### config.mk
export PLATFORM = sky130hd
export DESIGN_NAME = sm83_reg_sp_in
export DESIGN_NICKNAME = d
export VERILOG_FILES = /design/src/rtl/sm83_reg_sp_in.sv
export SDC_FILE = /design/constraint.sdc
export NUM_CORES = 1
export LEC_CHECK = 0
export ABC_AREA = 1
export BUFFER_PORTS_ARGS = -buffer_cell sky130_fd_sc_hd__buf_2
export CELL_PAD_IN_SITES_DETAIL_PLACEMENT = 0
export CELL_PAD_IN_SITES_GLOBAL_PLACEMENT = 1
export CORE_MARGIN = 1
export CORE_UTILIZATION = 33
export CTS_CLUSTER_SIZE = 24
export DETAILED_ROUTE_END_ITERATION = 6
export GPL_TIMING_DRIVEN = 0
export PLACE_DENSITY_LB_ADDON = 0.1
export SYNTH_ARGS = -nofsm -noshare
export SYNTH_HDL_FRONTEND = slang
export SYNTH_SLANG_ARGS = --single-unit
### constraint.sdc
create_clock -name clk -period 1.6 [get_ports clk]
set_input_delay 0 -clock clk [delete_from_list [all_inputs] [get_ports clk]]
set_output_delay 0 -clock clk [all_outputs]
set_load 0.005 [all_outputs]
### src/rtl/sm83_reg_sp_in.sv
// SM83 stack pointer, load side: byte loads from the precharged data bus,
// full loads from the IDU, push/pop stepping, and LD SP,nn pair tracking.
module sm83_reg_sp_in #(
  parameter logic [15:0] RESET_VAL  = 16'h0000,
  parameter int unsigned L_sp       = 60,
  parameter real         T_setup_ns = 0.5
) (
  input  logic        clk,
  input  logic        reset,
  input  logic [7:0]  bus,
  input  logic [15:0] idu,
  input  logic        ld_lo,
  input  logic        ld_hi,
  input  logic        ld_idu,
  input  logic        inc,
  input  logic        dec,
  output logic [15:0] sp,
  output logic        lo_pending,
  output logic        pair_done,
  output logic        ctl_err
);

  typedef enum logic [0:0] {
    ST_IDLE    = 1'b0,
    ST_LO_HELD = 1'b1
  } state_t;

  // Elmore-style clk-to-sp estimates: intrinsic flop delay plus driver R times load C.
  function automatic int unsigned elmore_rise_ps(input int unsigned load);
    return 32'd35 + (load * 32'd3);
  endfunction

  function automatic int unsigned elmore_fall_ps(input int unsigned load);
    return 32'd30 + (load * 32'd2);
  endfunction

  localparam int unsigned CLK_TO_SP_PS =
    (elmore_rise_ps(L_sp) > elmore_fall_ps(L_sp)) ? elmore_rise_ps(L_sp) : elmore_fall_ps(L_sp);

  // A negative setup window or a clk-to-sp delay beyond one half-cycle of the
  // slowest supported clock means the timing model was mis-parameterised.
  if ((T_setup_ns < 0.0) || (CLK_TO_SP_PS > 32'd5000)) begin : g_timing_param_check
    $error("sm83_reg_sp_in: timing parameters out of range");
  end

  state_t      state_r;
  logic [15:0] sp_r;
  logic        lo_pending_r;
  logic        pair_done_r;
  logic        ctl_err_r;

  logic [7:0]  bus_s;
  logic        byte_ld_s;
  logic        illegal_s;
  logic [15:0] sp_nxt_s;

  // Precharged bus: anything not actively pulled low reads as 1.
  always_comb begin
    bus_s = 8'hFF;
    for (int i = 0; i < 8; i++) begin
      if (bus[i] === 1'b0) begin
        bus_s[i] = 1'b0;
      end else begin
        bus_s[i] = 1'b1;
      end
    end
  end

  // Control decode: which operations collide on this edge.
  always_comb begin
    byte_ld_s = ld_lo | ld_hi;
    illegal_s = (ld_idu & (ld_lo | ld_hi | inc | dec))
              | (byte_ld_s & (inc | dec))
              | (inc & dec);
  end

  // Next SP with priority ld_idu > byte loads > inc/dec > hold.
  always_comb begin
    sp_nxt_s = sp_r;
    if (ld_idu) begin
      sp_nxt_s = idu;
    end else if (byte_ld_s) begin
      sp_nxt_s[7:0]  = ld_lo ? bus_s : sp_r[7:0];
      sp_nxt_s[15:8] = ld_hi ? bus_s : sp_r[15:8];
    end else if (inc && !dec) begin
      sp_nxt_s = sp_r + 16'd1;
    end else if (dec && !inc) begin
      sp_nxt_s = sp_r - 16'd1;
    end else begin
      sp_nxt_s = sp_r;
    end
  end

  // SP register and sticky control-error flag.
  always_ff @(posedge clk or posedge reset) begin
    if (reset) begin
      sp_r      <= RESET_VAL;
      ctl_err_r <= 1'b0;
    end else begin
      sp_r      <= sp_nxt_s;
      ctl_err_r <= ctl_err_r | illegal_s;
    end
  end

  // Pair-load FSM; ld_idu masks byte loads, so it never completes a pair.
  always_ff @(posedge clk or posedge reset) begin
    if (reset) begin
      state_r      <= ST_IDLE;
      lo_pending_r <= 1'b0;
      pair_done_r  <= 1'b0;
    end else begin
      case (state_r)
        ST_IDLE: begin
          if (ld_idu) begin
            state_r      <= ST_IDLE;
            lo_pending_r <= 1'b0;
            pair_done_r  <= 1'b0;
          end else if (ld_lo && ld_hi) begin
            state_r      <= ST_IDLE;
            lo_pending_r <= 1'b0;
            pair_done_r  <= 1'b1;
          end else if (ld_lo) begin
            state_r      <= ST_LO_HELD;
            lo_pending_r <= 1'b1;
            pair_done_r  <= 1'b0;
          end else begin
            state_r      <= ST_IDLE;
            lo_pending_r <= 1'b0;
            pair_done_r  <= 1'b0;
          end
        end
        ST_LO_HELD: begin
          if (ld_idu) begin
            state_r      <= ST_IDLE;
            lo_pending_r <= 1'b0;
            pair_done_r  <= 1'b0;
          end else if (ld_hi) begin
            state_r      <= ST_IDLE;
            lo_pending_r <= 1'b0;
            pair_done_r  <= 1'b1;
          end else if (ld_lo) begin
            state_r      <= ST_LO_HELD;
            lo_pending_r <= 1'b1;
            pair_done_r  <= 1'b0;
          end else if (inc || dec) begin
            // Stack op interrupts the pair; the op itself still runs.
            state_r      <= ST_IDLE;
            lo_pending_r <= 1'b0;
            pair_done_r  <= 1'b0;
          end else begin
            state_r      <= ST_LO_HELD;
            lo_pending_r <= 1'b1;
            pair_done_r  <= 1'b0;
          end
        end
        default: begin
          state_r      <= ST_IDLE;
          lo_pending_r <= 1'b0;
          pair_done_r  <= 1'b0;
        end
      endcase
    end
  end

  assign sp         = sp_r;
  assign lo_pending = lo_pending_r;
  assign pair_done  = pair_done_r;
  assign ctl_err    = ctl_err_r;

endmodule

==> results.md <==
* Leakage at roughly 1.6 nW
* Compound-cell area share of the yosys netlist at between 10% and 20%
* Final Max Slew Viols at 0
* Commonest cells post-synth: nand2_1 (120), inv_1 (49), nor2_1 (31)
* VDD IR max at 0.353 mV
* Post-synth EDFFs at 0
* Initial Util at between 30% and 40%
* Final Hold Fails at 0
* CTS tree: done
* Post-synth top area cell: dfrtp_1
* Routability cong. at between 0.7 and 0.8
* Largest family of logic cells by synthesized area: simple AND/OR/NAND/NOR gates
* Status: finished, violations left
* Worst slew pin tran at 0.821 ns
* Final WS setup at -0.0744 ns
* Pwr/cell area at roughly 780 nW/um^2
* Netlist cell types at 31
* Fin cells at 480
* Unrepaired setup endpoints after global routing: true
* Post-synth ARST share at 100%
* Grt ovf at 0
* Total wire length at 6850 um
* Largest net degree at the start of global routing at 20
* Final worst-path cycle share at 105%
* Final setup fails at 10
* Mapped Area at 2050 um^2
* Sequential fraction of the synthesis area at 23.2%
* Critical path class: register to register
* TNS Setup at -0.417 ns
* CP endpoint: sp[12]$_DFFE_PP0P_
* Avg Inst Size Synth at between 6 and 7 um^2
* Critical Path AT at between 1.5 and 2 ns
* First drt pass iteration count at 4
* CP required at ~1.8 ns
* CTS Sinks at 19
* Post-route ant nets at 0
* Mux cell area share after synthesis at 0%
* Synthesis-to-layout area growth at 51.9%
* Vias in the first global route at 2188
* Post-synth top area share at 23.2%
* Hold WC Path Type: input pin to register
* WL per Instance at ~14 um
* Worst-case reg-to-reg path depth at 12
* Max_cap viols at 0
* Antenna violations before repair at 0
* Detailed-route DRC error count at 0
* Synth warnings at 0
* Die Wd at 80.8 um
* IO Pins at 50
* Mapped Nets at 380
* Die height at between 80 and 90 um
* Global Route Usage Sum at roughly 23%
* Synth Flop Type: dfrtp_1
* Nets at about 460
* Root buffer cell: clkbuf_8
* Placed cell count at between 400 and 500
* Mapped Cells at roughly 330
* Adder-cell share of the synthesized area at 12.6%
* Worst skew pair latency at 0.26 ns
* First-pass GRT wire length at about 11000 um
* Reg clk slew, reported paths at around 0.08 ns
* Top-count cell post-synth: nand2_1
* Critical path origin: sp[0]$_DFFE_PP0P_
* Clock buffer depth at 2
* Startpoint types: register
* Layout cells sized above 1 at between 40% and 50%
* DR vias/cell at 4.75
* Failing checks: negative setup slack
* DR iter-0 viols at 72
* Port buffer count at 49
* Detailed placement HPWL at 5000 um
* Critical Path End Type: register
* Synth Area in XOR/XNOR at less than 1%
* Area of the die at roughly 6500 um^2
* DP Area at about 2400 um^2
* Antenna Cells at 0
* Clk_skew at around 0.0073 ns
* Final total power at about 0.0024 W
* Top cells by area, synth: dfrtp_1 (23%), nand2_1 (22%), ha_1 (12%), inv_1 (9.0%), nor2_1 (5.7%)
* R2R Path Start: sp[0]$_DFFE_PP0P_
* Max frequency at 597 MHz
* Post-layout util at between 50% and 60%
* Number of CTS-inserted buffers at 3
* Post-route cell area at roughly 3100 um^2
* Slew margin rel. at 45.2%
* #FFs+latches synth at 19
* R2R setup slack at -0.07 ns
* Row count at 28
* Core area at roughly 6000 um^2
* Worst Hold Depth at 3
* # H-tree levels at 1
* Terminus of the critical flop-to-flop path: sp[12]$_DFFE_PP0P_
* Worst Path Max Fanout at 4
* Simple-gate area share of the yosys netlist at a little under 40%
* Vias at around 2300
* Min cycle time layout at around 1.7 ns
cells by family after synthesis:
kind of cell | after synthesis
simple gates | 189
buf+inv | 56
compound gates | 43
fa+ha+maj | 20
flops | 19
xor+xnor | 2
worst max-delay path: stages (launching register included):
cell and delay, ns:
dfrtp_1 0.37, inv_2 0.06, fa_2 0.40, inv_4 0.11, nand3_4 0.07, nand3_4 0.10
nand3_2 0.09, nand3_2 0.09, nand2_2 0.05, nand3_2 0.07, nand2_2 0.06, nand2_2 0.06
nand2_1 0.05
what timing repair did:
| action | in CTS | in global routing |
|---|---|---|
| buffers inserted | 16 | 1 |
| hold buffers | 6 | 0 |
| endpoints found under the hold margin | 24 | 0 |
| gates resized for setup | 69 | 41 |
| endpoints found under the setup margin | 13 | 13 |
| pin swaps | 22 | 20 |
layout by cell type (no fill, tap or decap), types with 2 or more instances in the layout:
cell | synthesis | layout
nand2_4 | 0 | 6
nand3_1 | 17 | 9
o21ai_2 | 1 | 3
dlygate4sd3_1 | 0 | 6
or2_4 | 1 | 2
buf_6 | 3 | 4
buf_2 | 1 | 50
o21ai_0 | 12 | 8
nand3_2 | 3 | 4
nor3_1 | 4 | 3
o21ai_1 | 4 | 6
nand3b_1 | 2 | 2
nand3_4 | 0 | 7
a21oi_2 | 3 | 11
nand2_2 | 4 | 28
buf_4 | 1 | 17
inv_2 | 2 | 10
o211ai_1 | 3 | 3
clkbuf_8 | 0 | 3
nand2_1 | 120 | 90
nor3_2 | 2 | 3
dfrtp_1 | 19 | 14
dfrtp_2 | 0 | 5
ha_1 | 19 | 3
nor2_1 | 31 | 27
inv_1 | 49 | 39
ha_4 | 0 | 16
nor2_2 | 2 | 5
a21oi_1 | 18 | 10
power by group:
group          internal [W]  switching (W)  leakage, nW
Combinational      0.000654       0.000817         1.32
Clock              0.000177       0.000178       0.0228
Sequential         0.000540      0.0000734        0.218
Total               0.00137        0.00107         1.56
final cells by class:
class / count / area (um^2)
Multi-Input combinational cell: 254 / 1800
Timing Repair Buffer: 72 / 437
Clock buffer: 4 / 45.0
Buffer: 5 / 46.3
Sequential cell: 19 / 482
Inverter: 51 / 201
Fill cell: 625 / 2850
Tap cell: 75 / 93.8
worst min-delay path by stage:
stage	slack, ns	startpoint	to
after floorplan	-0.05	reset	ctl_err$_DFF_PP0_
after global placement	0.21	reset	sp[10]$_DFFE_PP0P_
after detailed placement	0.21	reset	sp[10]$_DFFE_PP0P_
after CTS	0.04	ld_hi	pair_done$_DFF_PP0_
after global routing	0.06	idu[5]	sp[5]$_DFFE_PP0P_
final	0.05	ld_hi	pair_done$_DFF_PP0_
state kept, by name, indices dropped and copies added, names as in the netlist:
signal      cells
pair_done       1
ctl_err         1
lo_pending      1
sp             16
metal layers:
layer	vias up	share of wire [%]	GRT usage, %
met5	-	0	0
met4	0	0.67	4.82
met3	4	2.5	2.02
met2	40	47	38.7
met1	1052	50	30.7
li1	1184	-	-
per-stage QoR:
step	setup slack [ns]	hold WS, ns
global route	-0.164	0.0642
detailed placement	-0.494	0.208
CTS	-0.0547	0.0358
global placement	-0.463	0.208
finish	-0.0744	0.0472
floorplan	-0.00502	-0.0489
(Power assumes the default switching activity.)
